`src/rtl/add_seq_arb.sv`:
```
// Two-requester add/sub unit that arbitrates round-robin and computes the
// result one nibble per cycle on a single shared 4-bit carry-lookahead adder.

module add_seq_cla4 (
  input  logic [3:0] a,
  input  logic [3:0] b,
  input  logic       ci,
  output logic [3:0] s,
  output logic       co
);
  logic [3:0] g, p;
  logic [3:1] c;

  assign g = a & b;
  assign p = a ^ b;

  assign c[1] = g[0] | (p[0] & ci);
  assign c[2] = g[1] | (p[1] & g[0]) | (p[1] & p[0] & ci);
  assign c[3] = g[2] | (p[2] & g[1]) | (p[2] & p[1] & g[0]) | (p[2] & p[1] & p[0] & ci);
  assign co   = g[3] | (p[3] & g[2]) | (p[3] & p[2] & g[1]) | (p[3] & p[2] & p[1] & g[0])
              | (p[3] & p[2] & p[1] & p[0] & ci);
  assign s    = p ^ {c[3], c[2], c[1], ci};
endmodule

// state | meaning
// IDLE  | waiting for a request; grant and latch operands on any valid
// RUN   | one nibble per cycle through the shared adder, nibble 0 first
// DONE  | result presented until the consumer takes it
module add_seq_arb #(
  parameter int NIBBLES = 4
) (
  input  logic                 i_clk,
  input  logic                 i_rst,
  input  logic                 i_req0_valid,
  input  logic [4*NIBBLES-1:0] i_req0_a,
  input  logic [4*NIBBLES-1:0] i_req0_b,
  input  logic                 i_req0_sub,
  output logic                 o_req0_ready,
  input  logic                 i_req1_valid,
  input  logic [4*NIBBLES-1:0] i_req1_a,
  input  logic [4*NIBBLES-1:0] i_req1_b,
  input  logic                 i_req1_sub,
  output logic                 o_req1_ready,
  output logic                 o_rsp_valid,
  input  logic                 i_rsp_ready,
  output logic                 o_rsp_id,
  output logic [4*NIBBLES-1:0] o_rsp_s,
  output logic                 o_rsp_c,
  output logic                 o_rsp_v,
  output logic                 o_busy
);
  localparam int W = 4 * NIBBLES;
  localparam logic [1:0] IDLE = 2'd0;
  localparam logic [1:0] RUN  = 2'd1;
  localparam logic [1:0] DONE = 2'd2;
  localparam logic [2:0] LAST_NIB = 3'(NIBBLES - 1);

  logic [1:0]   state;
  logic [2:0]   nib;
  logic         carry;
  logic         rsp_id;
  logic         prio;
  logic [W-1:0] a_reg, b_reg, s_reg;

  logic         grant0, grant1;
  logic         sel_sub;
  logic [W-1:0] sel_a, sel_b;
  logic [4:0]   sh;
  logic [3:0]   a_nib, b_nib, sum_nib;
  logic         cout;
  logic [W-1:0] nib_mask, sum_ins;

  // prio = 1 favours requester 1 on a tie; a lone valid wins regardless
  always_comb begin
    grant0 = 1'b0;
    grant1 = 1'b0;
    if (state == IDLE && !i_rst) begin
      if (i_req0_valid && (!i_req1_valid || !prio))
        grant0 = 1'b1;
      else if (i_req1_valid)
        grant1 = 1'b1;
    end
  end

  assign sel_a   = grant1 ? i_req1_a   : i_req0_a;
  assign sel_b   = grant1 ? i_req1_b   : i_req0_b;
  assign sel_sub = grant1 ? i_req1_sub : i_req0_sub;

  assign sh       = {nib, 2'b00};
  assign a_nib    = 4'(a_reg >> sh);
  assign b_nib    = 4'(b_reg >> sh);
  assign nib_mask = W'(4'hF) << sh;
  assign sum_ins  = W'(sum_nib) << sh;

  add_seq_cla4 u_cla (
    .a  (a_nib),
    .b  (b_nib),
    .ci (carry),
    .s  (sum_nib),
    .co (cout)
  );

  always_ff @(posedge i_clk or posedge i_rst) begin
    if (i_rst) begin
      state  <= IDLE;
      nib    <= 3'd0;
      carry  <= 1'b0;
      rsp_id <= 1'b0;
      prio   <= 1'b0;
      a_reg  <= '0;
      b_reg  <= '0;
      s_reg  <= '0;
    end else begin
      case (state)
        IDLE: begin
          if (grant0 || grant1) begin
            state  <= RUN;
            nib    <= 3'd0;
            a_reg  <= sel_a;
            b_reg  <= sel_b ^ {W{sel_sub}};
            carry  <= sel_sub;
            rsp_id <= grant1;
            prio   <= grant0;
          end
        end
        RUN: begin
          s_reg <= (s_reg & ~nib_mask) | sum_ins;
          carry <= cout;
          if (nib == LAST_NIB) begin
            state <= DONE;
            nib   <= 3'd0;
          end else begin
            nib <= nib + 3'd1;
          end
        end
        DONE: begin
          if (i_rsp_ready)
            state <= IDLE;
        end
        default: state <= IDLE;
      endcase
    end
  end

  assign o_req0_ready = grant0;
  assign o_req1_ready = grant1;
  assign o_rsp_valid  = (state == DONE);
  assign o_busy       = (state != IDLE);
  assign o_rsp_id     = rsp_id;
  assign o_rsp_s      = s_reg;
  assign o_rsp_c      = carry;
  // b_reg already holds the inverted operand for subtraction
  assign o_rsp_v      = (a_reg[W-1] == b_reg[W-1]) & (s_reg[W-1] != a_reg[W-1]);
endmodule

```
`config.mk`:
```
export PLATFORM = sky130hd
export DESIGN_NAME = add_seq_arb
export DESIGN_NICKNAME = d
export VERILOG_FILES = /design/src/rtl/add_seq_arb.sv
export SDC_FILE = /design/constraint.sdc
export NUM_CORES = 1
export LEC_CHECK = 0
export CAP_MARGIN = 25
export CORE_ASPECT_RATIO = 1.5
export CORE_UTILIZATION = 44
export DETAILED_ROUTE_END_ITERATION = 6
export PLACE_DENSITY = 0.8
export SETUP_SLACK_MARGIN = 0.5
export SLEW_MARGIN = 30
export SYNTH_ARGS = -nofsm -noshare
export SYNTH_HDL_FRONTEND = slang
export SYNTH_SLANG_ARGS = --single-unit
```
`constraint.sdc`:
```
create_clock -name i_clk -period 3.6 [get_ports i_clk]
set_input_delay 0.36 -clock i_clk [delete_from_list [all_inputs] [get_ports i_clk]]
set_output_delay 0.36 -clock i_clk [all_outputs]
set_load 0.005 [all_outputs]
```
==> results.md <==
* Placed Cells incl. Taps at 451
* Pre-Repair DR Iteration Count at 6
* I/O pins at 94
* Fraction of layout cells with a size suffix above 1 at between 7 and 8%
* Worst slew pin tran at slightly above 900 ps
* Net Count, Synth at ~380
* Sequential fraction of the synthesis area at around 44%
* Inserted Clock Buffers at 5
* Post-Layout Cell Count at around 460
* Period utilisation layout at about 76%
* Die Height at approximately 110 µm
* Top_reg_cell synth: dfrtp_1
* Synthesis-to-layout area growth at 33.2%
* Critical Path Source Type: flip-flop
* Hold WS at about 500 ps
* Routability cong. at between 0.8 and 0.9
* Cells after synthesis at around 300
* Status: complete, but fails checks
* CTS root buffer: clkbuf_8
* Slew Viols, Final at 0
* Final hold violations at 0
* Global-route wire length before repair at around 12 mm
* Row cnt at 37
* GRT Residual Overflow at 0
* Final min period at 2720 ps
* Post-synth EDFFs at 0
* Crit path capture type: flip-flop
* Peak VDD IR at 0.000420 V
* FF-to-FF End: o_rsp_s[7]
* PwrDens at roughly 810 nW/µm²
* Leakage power at 1.95 nW
* Post-DP HPWL at ~5.7 mm
* Longest Clk Path Bufs at 2
* Skew final at between 10 and 15 ps
* Vias in the first global route at 2619
* Reg-to-reg startpoint: nib[0]
* Final setup vio count at 0
* WP data required at around 3900 ps
* Reg2reg setup slack at just under 900 ps
* CP arrival at 2980 ps
* Starting Density at roughly 46%
* # DRC at 4
* Unrepaired setup endpoints after global routing: no
* Termination of the worst setup path: o_rsp_s[7]
* CTS sink cnt at 56
* Synth Cell Area at ~3200 µm²
* Total track usage at about 21%
* Synth Register Bits at 56
* Max-slew headroom at between 30% and 40%
* Top cell type by total area after synthesis: dfrtp_1
* Initial antenna violation count at 0
* Failing checks: DRC
* Hold Crit Class: reg -> reg
* Die Span X at between 70 and 80 µm
* Initial DRC Count at 98
* Later-pin clock latency in the skew report at about 320 ps
* Buffer count from post-CTS setup fixing at 0
* Core Area at about 6900 µm²
* Antenna Nets Post-Route at 0
* R2R depth at 7
* Total chip power at 3.43 mW
* Ys async rst share at between 90% and 100%
* Die area at ~7600 µm²
* Distinct cells, synth at between 40 and 50
* Fmax at between 300 and 400 MHz
* Cell with the most instances after synthesis: dfrtp_1
* Layout Nets at 460
* Number of antenna diodes at 0
* Crit path from: nib[0]
* Setup TNS at 0 ps
* Post-synth top area share at 44.1%
* CP Max Fanout at 16
* Vias per inst at 5.57
* Drt wl/cell at around 16 µm
* Area contributors post-synth: dfrtp_1 44%, xor2_1 9.1%, a22o_1 5.8%, mux4_2 5.7%, mux2i_1 5.4%
* Mean Syn Cell Area at approximately 11 µm²
* Max-Cap Viols at 0
* H-tree depth at 2
* Crit Path Class: reg -> reg
* Yosys warnings at 0
* Largest net degree at the start of global routing at 61
* CTS tree: built
* List of most frequent post-synthesis cells: 56 x dfrtp_1, 37 x nand2_1, 33 x xor2_1, 24 x o21ai_1, 21 x a22o_1
* DR vias at 2557
* Reg clk slew, reported paths at roughly 100 ps
* IO buf count at 93
* Drt total wl at 7.29 mm
metal layers:
| metal | GRT usage [%] | wire, µm |
|---|---|---|
| met1 | 20.9 | 2620 |
| met2 | 39.0 | 4130 |
| met3 | 2.94 | 242 |
| met4 | 12.1 | 302 |
| met5 | 0 | 0 |
worst max-delay path: stages (launching register included):
cell and delay (ps):
dfrtp_2 630, mux4_2 540, nor2b_1 180, ha_1 340
a211oi_1 270, o21bai_1 160, xor2_1 340, a22o_1 210
layout by cell type, fill, tap and decap left out, drive strengths merged:
cell type      instances
mux4                   8
buf                    2
fa                     1
ha                     8
a211oi                 4
a31oi                  1
xor2                  33
a32o                   3
clkbuf                 5
o21ai                 29
o21a                   1
mux2i                 17
nor2                   6
o22ai                  8
dfrtp                 56
nor3                   5
clkinvlp               1
and3                   1
a22o                  21
nor2b                  9
o32ai                  1
a21o                   9
nand2b                 5
clkdlybuf4s50         93
xnor2                  1
nand2                 37
clkinv                 2
a21oi                  1
inv                    7
and2b                  1
or2                    1
nand3                  2
nor3b                  1
o21bai                 1
cell type report:
class	count	area [µm²]
repair buffers	95	946
well taps	78	97.6
multi-input cells	215	1660
inverters	7	30.0
fillers	571	2670
clock buffers	5	68.8
clock inverters	3	21.3
flip-flops and latches	56	1400
how the worst min path moves through the flow:
| stage | end | from | slack [ps] | depth (start not counted) |
|---|---|---|---|---|
| 2_1_floorplan | a_reg[8] | a_reg[8] | 450 | 2 |
| 3_3_place_gp | b_reg[2] | b_reg[2] | 460 | 2 |
| 3_5_place_dp | b_reg[10] | b_reg[10] | 480 | 2 |
| 4_1_cts | b_reg[10] | b_reg[10] | 500 | 2 |
| 5_1_grt | o_rsp_s[4] | o_rsp_s[4] | 520 | 1 |
| 6_report | b_reg[2] | b_reg[2] | 500 | 2 |
power breakdown:
| group | total [mW] | switching [mW] | leakage [nW] | internal, mW |
|---|---|---|---|---|
| registers | 1.21 | 0.270 | 0.688 | 0.935 |
| clock network | 0.355 | 0.216 | 0.0445 | 0.139 |
| logic | 1.86 | 0.874 | 1.22 | 0.991 |
logic make-up (layout without fill, tap and decap cells):
kind of cell / after synthesis / after routing / share of synthesized area [%]
AO/OA/AOI/OAI: 79 / 79 / 17.3
XOR/XNOR: 34 / 34 / 9.38
adder cells (fa/ha/maj): 9 / 9 / 3.78
buffers and inverters: 24 / 110 / 3.70
flip-flops: 56 / 56 / 44.1
multiplexers: 25 / 25 / 11.0
AND/OR/NAND/NOR: 68 / 68 / 10.6
what timing repair did:
item                       CTS  global route
setup endpoints to repair    0             5
gates resized for setup      0             1
hold buffers                 0             0
metrics by stage:
stage / setup slack [ps] / util [%] / instance area, µm²
2_1_floorplan: 954 / - / 3180
3_3_place_gp: 745 / 60.0 / 4140
3_5_place_dp: 681 / 60.0 / 4140
4_1_cts: 655 / 61.3 / 4230
5_1_grt: 721 / 61.3 / 4230
6_report: 875 / 61.3 / 4230
(Power assumes the default switching activity.)
